[config.mk]
export PLATFORM = sky130hd
export DESIGN_NAME = instruction_fetch
export DESIGN_NICKNAME = d
export VERILOG_FILES = /design/src/rtl/instruction_fetch_pkg.sv /design/src/rtl/instruction_fetch.sv
export SDC_FILE = /design/constraint.sdc
export NUM_CORES = 1
export LEC_CHECK = 0
export CORE_UTILIZATION = 46
export DETAILED_ROUTE_END_ITERATION = 7
export PLACE_DENSITY = 0.83
export SYNTH_ARGS = -nofsm -noshare
export SYNTH_HDL_FRONTEND = slang
export SYNTH_SLANG_ARGS = --single-unit
[constraint.sdc]
create_clock -name i_clock -period 2.5 [get_ports i_clock]
set_input_delay 0.375 -clock i_clock [delete_from_list [all_inputs] [get_ports i_clock]]
set_output_delay 0.375 -clock i_clock [all_outputs]
set_load 0.05 [all_outputs]
[src/rtl/instruction_fetch_pkg.sv]
// Shared types for the instruction fetch path.
//   memory_op_e   : operation codes driven onto the memory op interface
//   fetch_state_e : fetch FSM states
//   PC_STEP       : amount added to the memory PC after each fetched word
package instruction_fetch_pkg;

  localparam int ADDR_BUS_WIDTH = 8;

  typedef enum logic [2:0] {
    NOP      = 3'd0,
    READ     = 3'd1,
    WRITE    = 3'd2,
    REL_ADD  = 3'd3,
    REL_SUB  = 3'd4,
    ABSOLUTE = 3'd5
  } memory_op_e;

  typedef enum logic [2:0] {
    IDLE   = 3'd0,
    RD_HI  = 3'd1,
    RD_LO  = 3'd2,
    RD_END = 3'd3,
    INC    = 3'd4,
    HOLD   = 3'd5,
    JUMP   = 3'd6
  } fetch_state_e;

  localparam logic [7:0] PC_STEP = 8'd1;

endpackage

[src/rtl/instruction_fetch.sv]
// Instruction fetch: initiator on the memory op interface. Pulls 16-bit words
// through the memory PC path (two byte reads, then PC += 1), hands each word
// to the control sequencer over valid/ready, and loads the PC on jumps.
// Ports:
//   i_clock, i_reset_n        : clock, async active-low reset
//   i_fetch_en                : keep fetching while high
//   o_instr_valid/i_instr_ready/o_instr : word handshake to sequencer
//   i_jump_req/i_jump_target/o_jump_ack : absolute jump request
//   o_mem_op, o_mem_bus_sel, o_mem_word_sel, o_mem_wdata, i_mem_rdata : memory
//   o_busy                    : FSM not in IDLE
//
// state  | meaning
// IDLE   | no memory traffic, waiting for fetch_en
// RD_HI  | READ addressing the high byte (primes memory output register)
// RD_LO  | READ low byte, high byte visible on rdata and captured
// RD_END | READ low byte again, low byte visible on rdata and captured
// INC    | REL_ADD by PC_STEP, word becomes valid at end of cycle
// HOLD   | word presented, waiting for valid&ready
// JUMP   | ABSOLUTE with jump_target, jump_ack pulsed
module instruction_fetch
  import instruction_fetch_pkg::*;
#(
  parameter int   ADDR_W      = ADDR_BUS_WIDTH,
  parameter logic HI_BYTE_SEL = 1'b0
) (
  input  logic        i_clock,
  input  logic        i_reset_n,
  input  logic        i_fetch_en,
  output logic        o_instr_valid,
  input  logic        i_instr_ready,
  output logic [15:0] o_instr,
  input  logic        i_jump_req,
  input  logic [7:0]  i_jump_target,
  output logic        o_jump_ack,
  output memory_op_e  o_mem_op,
  output logic        o_mem_bus_sel,
  output logic        o_mem_word_sel,
  output logic [7:0]  o_mem_wdata,
  input  logic [7:0]  i_mem_rdata,
  output logic        o_busy
);

  // ADDR_W only documents the memory PC width; the PC itself lives in memory.
  if (ADDR_W < 1) begin : g_addr_w_invalid
  end

  fetch_state_e r_state;
  fetch_state_e w_next_state;
  memory_op_e   r_mem_op;
  memory_op_e   w_mem_op;
  logic         r_word_sel;
  logic         w_word_sel;
  logic [7:0]   r_wdata;
  logic [7:0]   w_wdata;
  logic         r_jump_ack;
  logic         w_jump_ack;
  logic         r_instr_valid;
  logic         r_busy;
  logic [15:0]  r_instr;
  logic         w_handshake;

  assign w_handshake = r_instr_valid & i_instr_ready;

  // Jump wins from every state except JUMP itself; in HOLD a simultaneous
  // handshake still consumes the word because valid drops on the same edge.
  always_comb begin
    w_next_state = r_state;
    unique case (r_state)
      IDLE:    w_next_state = i_jump_req ? JUMP : (i_fetch_en ? RD_HI : IDLE);
      RD_HI:   w_next_state = i_jump_req ? JUMP : RD_LO;
      RD_LO:   w_next_state = i_jump_req ? JUMP : RD_END;
      RD_END:  w_next_state = i_jump_req ? JUMP : INC;
      INC:     w_next_state = i_jump_req ? JUMP : HOLD;
      HOLD: begin
        if (i_jump_req)       w_next_state = JUMP;
        else if (w_handshake) w_next_state = i_fetch_en ? RD_HI : IDLE;
        else                  w_next_state = HOLD;
      end
      JUMP:    w_next_state = i_fetch_en ? RD_HI : IDLE;
      default: w_next_state = IDLE;
    endcase
  end

  // Outputs are decoded from the next state and registered, so each state's
  // memory op is on the bus for exactly the cycle the FSM sits in it.
  always_comb begin
    w_mem_op   = NOP;
    w_word_sel = 1'b0;
    w_wdata    = 8'd0;
    w_jump_ack = 1'b0;
    unique case (w_next_state)
      RD_HI: begin
        w_mem_op   = READ;
        w_word_sel = HI_BYTE_SEL;
      end
      RD_LO, RD_END: begin
        w_mem_op   = READ;
        w_word_sel = ~HI_BYTE_SEL;
      end
      INC: begin
        w_mem_op = REL_ADD;
        w_wdata  = PC_STEP;
      end
      JUMP: begin
        w_mem_op   = ABSOLUTE;
        w_wdata    = i_jump_target;
        w_jump_ack = 1'b1;
      end
      default: ;
    endcase
  end

  always_ff @(posedge i_clock or negedge i_reset_n) begin
    if (!i_reset_n) begin
      r_state       <= IDLE;
      r_mem_op      <= NOP;
      r_word_sel    <= 1'b0;
      r_wdata       <= 8'd0;
      r_jump_ack    <= 1'b0;
      r_instr_valid <= 1'b0;
      r_busy        <= 1'b0;
    end else begin
      r_state       <= w_next_state;
      r_mem_op      <= w_mem_op;
      r_word_sel    <= w_word_sel;
      r_wdata       <= w_wdata;
      r_jump_ack    <= w_jump_ack;
      // HOLD is only entered from INC, so valid tracks the state exactly.
      r_instr_valid <= (w_next_state == HOLD);
      r_busy        <= (w_next_state != IDLE);
    end
  end

  // Memory output lags one READ cycle: the high byte shows up during RD_LO,
  // the low byte during RD_END.
  always_ff @(posedge i_clock or negedge i_reset_n) begin
    if (!i_reset_n) begin
      r_instr <= 16'd0;
    end else begin
      if (r_state == RD_LO)  r_instr[15:8] <= i_mem_rdata;
      if (r_state == RD_END) r_instr[7:0]  <= i_mem_rdata;
    end
  end

  assign o_instr_valid  = r_instr_valid;
  assign o_instr        = r_instr;
  assign o_jump_ack     = r_jump_ack;
  assign o_mem_op       = r_mem_op;
  assign o_mem_bus_sel  = 1'b1;
  assign o_mem_word_sel = r_word_sel;
  assign o_mem_wdata    = r_wdata;
  assign o_busy         = r_busy;

endmodule

==> key figures, run 1 <==
Floorplanning
  • Area of the core: 2810 um2
  • Die Width: 56.9 um
  • Die Y: 56.9 um
  • I/O Pins: 53
  • Initial Util: 0.494
  • # rows: 19
  • Die ar.: 3230 um2

Timing
  • Fin crit period: 1.90 ns
  • RSZ-0062 raised after global routing: false
  • Worst setup margin: 0.596 ns
  • Fmax: 0.525 GHz
  • Worst slew pin tran: 0.531 ns
  • Hold Fails Final Rpt: 0
  • Endpoints failing setup: 0
  • Slew Limit Headroom: 0.645
  • Worst Skew: 0.00582 ns
  • Setup TNS: 0 ns
  • Slew Viols, Final: 0
  • Final period utilization: 0.762

Synth
  • Synth Register Bits: 34
  • Area contributors post-synth: dfrtp_1, mux2_4, mux2_2, and3_1, buf_6
  • Synth area leader: dfrtp_1
  • Synth cell types: 32
  • Synth Net Count: 118
  • Post-synthesis sequential area ratio: 0.614
  • Synthesized area per cell: 14.3 um2
  • Synthesized instance count: 97
  • Synthesized cell area: 1390 um2
  • Area share of the largest cell type after synthesis: 0.614
  • YS warnings: 0

Clock network
  • # resized after CTS: 0
  • Num Clock Sinks: 34
  • Later-pin clock latency in the skew report: 0.33 ns
  • Total number of H-tree levels: 2
  • Post-CTS setup buffers: 0
  • Clock slew at reported path FFs: 0.10 ns
  • CTS Hold Bufs: 0
  • CTS tree: done
  • Num CTS Buffers: 5
  • CTS root buf: clkbuf_4
  • Max Buffers Root-to-Sink: 2

Global route
  • Gr ovfl total: 0
  • Vias in the first global route: 979
  • All-Layer GR Usage: 0.192
  • Largest net degree at the start of global routing: 35
  • First-pass GRT wire length: 4540 um
  • Initial antenna violation count: 0

Outcome
  • Status: finished, violations left
  • Failing checks: DRC

Drt
  • DRT iter0 DRCs: 31
  • Detailed-route wire length per cell: 15.0 um
  • ANT nets after route: 0
  • Pre-antenna DRT Iters: 6
  • Routed vias/inst: 5.24
  • DR vias: 954
  • DRT Wirelength: 2740 um
  • Drt drc: 10

Worst setup path
  • CP Max Fanout: 3
  • Worst path required time: 2.12 ns
  • CP max stage cell: clkdlybuf4s50_1
  • CP cell instances: clkdlybuf4s50_1
  • Buf/Inv on CP: 1
  • Critical Path Source Type: register
  • CP Data Arrival Time: 1.53 ns
  • CP max stage delay: 0.81 ns
  • WS Path Type: register to primary output
  • Endpoint class of the critical path: primary output
  • FF-to-FF setup slack: 0.77 ns
  • Crit path max-delay family: buffers and inverters

Layout
  • Total area of sequential cells: 851 um2
  • Synthesis-to-finish area growth: 41.2%
  • Post-Layout Inst Area: 1960 um2
  • Share of layout cells above drive strength 1: 0.199
  • Final nets: 171
  • N_diodes: 0
  • Filler instances: 211
  • Multi-input gate area: 484 um2

Pwr
  • Power Dens Cells: 1460 nW/um2
  • Peak supply drop: 0.624 mV
  • Leakage: 0.866 nW

Min path
  • Hold/Removal Path Class: input port to async pin

Placed design
  • Final estimated routing congestion in global placement: 0.822
  • Hpwl dp: 2010 um
  • Setup Slack @ Placement: 0.781 ns
  • IO Port Bufs: 51
  • Cell area after placement: 1900 um2

Flow run
  • Max-capacitance violation count: 0
## power breakdown
part,internal (mW),switching (mW)
registers,0.766,0.175
clock network,0.136,0.177
logic,0.639,0.962
total,1.54,1.31
## cells in the mapped netlist, drive strengths merged
cell     count
and3         8
nor2b        4
a22oi        1
nand2b       2
mux2        16
o21ba        1
nand2        5
nor3b        1
conb         1
nor3         3
a2111oi      1
inv          1
a211o        1
o211ai       1
xnor2        1
nand4b       1
o21ai        2
a21o         1
a31oi        1
dfrtp       34
a21bo        1
buf          5
o31a         1
clkbuf       1
a21oi        3
## through the flow
step | power, mW | hold slack [ns] | cells | util
after floorplan | 2.07 | 0.0794 | 97 | -
after global placement | 2.52 | 0.489 | 174 | 0.676
after detailed placement | 2.56 | 0.493 | 174 | 0.676
after CTS | 2.88 | 0.443 | 182 | 0.697
after global routing | 2.98 | 0.456 | 182 | 0.697
final | 2.85 | 0.437 | 182 | 0.697
## flip-flops by register name, indices dropped and copies added, names as in the netlist
signal,count
o_mem_word_sel,1
r_state,3
o_mem_op,3
o_instr_valid,1
o_mem_wdata,8
o_jump_ack,1
o_busy,1
o_instr,16
## cells in the final DEF, fill, tap and decap left out, drive strengths merged
master | netlist | layout
nor2b | 4 | 4
buf | 5 | 1
a21bo | 1 | 1
dfrtp | 34 | 34
clkinv | 0 | 1
a2111oi | 1 | 1
o21ai | 2 | 2
clkdlybuf4s50 | 0 | 51
a211o | 1 | 1
nor3b | 1 | 1
and3 | 8 | 8
inv | 1 | 1
xnor2 | 1 | 1
a22oi | 1 | 1
o31a | 1 | 1
nor3 | 3 | 3
nand2 | 5 | 5
a21o | 1 | 1
mux2 | 16 | 16
nand4b | 1 | 1
a31oi | 1 | 1
conb | 1 | 1
o211ai | 1 | 1
clkbuf | 1 | 7
o21ba | 1 | 1
nand2b | 2 | 2
a21oi | 3 | 3
## area by class of cell
type / count / share of cell area
clock buffer: 7 / 0.0282
clock inverter: 1 / 0.00256
inverter: 1 / 0.00192
multi-input combinational: 56 / 0.248
sequential: 34 / 0.435
tap: 31 / 0.0198
timing repair buffer: 52 / 0.265
## final timing paths
check / from / endpoint / cells past startpoint
min in group i_clock: o_instr[6] / o_instr[6] / 1
worst max register to register: r_state[1] / o_instr[10] / 3
worst min-delay path: i_reset_n / o_instr[8] / 2
max in group asynchronous: i_reset_n / o_instr[9] / 2
worst max-delay path: o_instr_valid / o_instr_valid / 1
worst min register to register: o_instr[6] / o_instr[6] / 1
## routing by layer
metal,routed length [um],up-vias,GRT usage
li1,-,446,-
met1,1080,456,0.217
met2,1350,46,0.323
met3,255,6,0.0714
met4,51,0,0.0836
met5,0,-,0
## worst reg2reg max path, stage by stage, from the launching register on
cell and delay, ns:
dfrtp_1 0.61, nor2b_2 0.29, nor2b_4 0.38, mux2_4 0.34
## cells by family after synthesis
group | Yosys count | synth area share
multiplexers | 16 | 0.152
AO/OA/AOI/OAI | 14 | 0.0768
flip-flops | 34 | 0.614
buffers and inverters | 7 | 0.0361
other | 1 | 0.00271
XOR/XNOR | 1 | 0.00632
AND/OR/NAND/NOR | 24 | 0.112
(Power assumes the default switching activity.)
==> inputs of run 2 (changes only) <==
--- a/config.mk
+++ b/config.mk
@@ -5,9 +5,9 @@
 export SDC_FILE = /design/constraint.sdc
 export NUM_CORES = 1
 export LEC_CHECK = 0
-export CORE_UTILIZATION = 46
+export CORE_UTILIZATION = 39
 export DETAILED_ROUTE_END_ITERATION = 7
-export PLACE_DENSITY = 0.83
+export PLACE_DENSITY = 0.75
 export SYNTH_ARGS = -nofsm -noshare
 export SYNTH_HDL_FRONTEND = slang
 export SYNTH_SLANG_ARGS = --single-unit
==> constraint.sdc (replaced) <==
create_clock -name i_clock -period 1.6 [get_ports i_clock]
set_input_delay 0.24 -clock i_clock [delete_from_list [all_inputs] [get_ports i_clock]]
set_output_delay 0.24 -clock i_clock [all_outputs]
set_load 0.05 [all_outputs]
==> key figures, run 2 (synthesis results as in run 1) <==
Layout
  • Filler instances: 300 (+42%)
  • Most frequent cells in the layout: buf_4, dfrtp_1, clkdlybuf4s50_1
  • Share of layout cells above drive strength 1: 0.416 (+0.217)
  • Max reg flops: 16 (unchanged)
  • Synthesis-to-finish area growth: 38.6%
  • N_diodes: 0 (unchanged)
  • Most common cell after layout, fill and taps aside: buf_4
  • Post-route insts no fill: 200 (+9.9%)
  • Final nets: 174 (+1.8%)

Clock network
  • Num CTS Buffers: 5 (unchanged)
  • Total number of H-tree levels: 2 (unchanged)
  • # resized after CTS: 0 (unchanged)
  • CTS tree: done
  • Post-CTS setup buffers: 0 (unchanged)
  • Clock slew at reported path FFs: 0.10 ns (about the same)
  • CTS Hold Bufs: 0 (unchanged)
  • CTS root buf: clkbuf_4
  • Max Buffers Root-to-Sink: 2 (unchanged)
  • Num Clock Sinks: 34 (unchanged)
  • Later-pin clock latency in the skew report: 0.33 ns (about the same)

Worst setup path
  • CP max stage delay: 0.41 ns (-0.40 ns)
  • CP max stage cell: dfrtp_1
  • Worst path required time: 1.82 ns (-0.30 ns)
  • CP Max Fanout: 8 (+5)
  • WS Path Type: register to register
  • CP cell instances: nor2b_2 > nor2b_4 > mux2_4
  • Critical Path Source Type: register
  • FF-to-FF path depth: 3 (unchanged)
  • Endpoint class of the critical path: register
  • CP Data Arrival Time: 1.64 ns (+0.11 ns)

Drt
  • DR vias: 932 (-2.3%)
  • Routed vias/inst: 4.66 (-11%)
  • Drt drc: 0 (-10)
  • Pre-antenna DRT Iters: 4 (-2)
  • DRT Wirelength: 2580 um (-5.7%)
  • ANT nets after route: 0 (unchanged)
  • DRT iter0 DRCs: 25 (-19%)
  • Detailed-route wire length per cell: 12.9 um (-14%)

Floorplanning
  • Area of the core: 3360 um2 (+20%)
  • Initial Util: 0.412 (-0.0819)
  • # rows: 21 (+2)
  • I/O Pins: 53 (unchanged)
  • Die ar.: 3790 um2 (+17%)
  • Die Width: 61.6 um (+8.3%)
  • Die Y: 61.6 um (+8.3%)

Placed design
  • Hpwl dp: 1880 um (-6.6%)
  • Final estimated routing congestion in global placement: 0.812 (-1.1%)
  • Inst Count DP: 192 (+10%)
  • IO Port Bufs: 51 (unchanged)

Min path
  • Hold/Removal Path Class: input port to async pin

Timing
  • Setup TNS: 0 ns (unchanged)
  • Slew Viols, Final: 0 (unchanged)
  • Hold Fails Final Rpt: 0 (unchanged)
  • RSZ-0062 raised after global routing: false
  • Worst Skew: 0.0122 ns (+0.00641 ns)
  • Fin crit period: 1.42 ns
  • Endpoints failing setup: 0 (unchanged)
  • Final period utilization: 0.890
  • Fmax: 0.702 GHz

Pwr
  • Logic pwr share: 0.569 (+0.008)
  • Switching Fraction: 0.466 (+0.00539)
  • Clock power share: 0.109 (about the same)
  • Leakage: 0.917 nW (+5.9%)
  • Psw: 2.03 mW (+55%)
  • Power Dens Cells: 2280 nW/um2 (+56%)
  • P_int: 2.33 mW (+51%)
  • Part of the power in registers: 0.322 (-0.008)
  • Peak supply drop: 0.850 mV (+36%)

Global route
  • Met2 GRT Util: 0.233 (-0.0896)
  • GR Layer Usage met3: 0.0714 (unchanged)
  • Initial antenna violation count: 0 (unchanged)
  • Gr busiest metal: met2
  • All-Layer GR Usage: 0.147 (-0.0443)
  • First-pass GRT wire length: 3930 um (-14%)
  • Vias in the first global route: 918 (-6.2%)
  • GR Layer Usage met1: 0.181 (-0.0360)
  • Gr ovfl total: 0 (unchanged)
  • Largest net degree at the start of global routing: 35 (unchanged)

Flow run
  • Max-capacitance violation count: 0 (unchanged)

Outcome
  • Status: finished, final reports clean
## run 2: cell types whose count changed in the layout (fill, tap and decap cells not counted)
cell | before | now
clkdlybuf4s50_1 | 51 | 20
buf_4 | 1 | 35
## run 2: layer usage
layer | wire [um] | vias up
met5 | 0 | -
met4 | 0 | 0
met3 | 212 | 0
met2 | 1260 | 41
met1 | 1110 | 442
li1 | - | 449
## run 2: through the flow
stage | worst slack (ns) | area (um2) | power, mW | util | hold WS, ns
after detailed placement | 0.0994 | 1860 | 3.92 | 0.553 | 0.495
after floorplan | 0.238 | 1390 | 3.23 | - | -0.0556
after CTS | 0.178 | 1920 | 4.41 | 0.571 | 0.311
after global placement | 0.138 | 1860 | 3.88 | 0.553 | 0.492
after global routing | 0.125 | 1920 | 4.62 | 0.571 | 0.338
final | 0.176 | 1920 | 4.37 | 0.571 | 0.307
## run 2: critical path: cells and delay by family, from the launching register on
kind | cells | cell delay [ns]
DFF | 1 | 0.41
and+or+nand+nor | 2 | 0.57
muxes | 1 | 0.33
## run 2: power by group through the flow
stage | clock network, mW | registers (mW) | logic, mW
after floorplan | 0 | 2.43 | 0.798
after global placement | 0 | 1.41 | 2.47
after detailed placement | 0 | 1.42 | 2.50
after CTS | 0.497 | 1.41 | 2.51
after global routing | 0.531 | 1.45 | 2.64
final | 0.477 | 1.40 | 2.49
## run 2: cell type report
| type | count | area, um2 | share of cell area |
|---|---|---|---|
| sequential | 34 | 851 | 0.443 |
| inverter | 1 | 3.75 | 0.00196 |
| clock buffer | 7 | 55.1 | 0.0287 |
| tap | 46 | 57.6 | 0.0300 |
| clock inverter | 1 | 5.00 | 0.00261 |
| timing repair buffer | 55 | 463 | 0.241 |
| multi-input combinational | 56 | 484 | 0.252 |
## run 2: path summary, 6_finish.rpt
| path | start | end | slack (ns) |
|---|---|---|---|
| min in group i_clock | i_jump_target[4] | o_mem_wdata[4] | 0.49 |
| worst min-delay path | i_reset_n | o_instr[7] | 0.31 |
| worst max-delay path | r_state[2] | o_instr[14] | 0.18 |
| max in group asynchronous | i_reset_n | o_mem_op[1] | 0.99 |
| worst max register to register | r_state[2] | o_instr[14] | 0.18 |
| worst min register to register | o_instr[0] | o_instr[0] | 0.51 |
==> inputs of run 3 (changes only) <==
--- a/config.mk
+++ b/config.mk
@@ -8,6 +8,8 @@
 export CORE_UTILIZATION = 39
 export DETAILED_ROUTE_END_ITERATION = 7
 export PLACE_DENSITY = 0.75
+export SETUP_SLACK_MARGIN = 0.1
+export SLEW_MARGIN = 5
 export SYNTH_ARGS = -nofsm -noshare
 export SYNTH_HDL_FRONTEND = slang
 export SYNTH_SLANG_ARGS = --single-unit
==> results of run 3 <==
The final DEF is identical to that of run 2; final timing and power are the same.
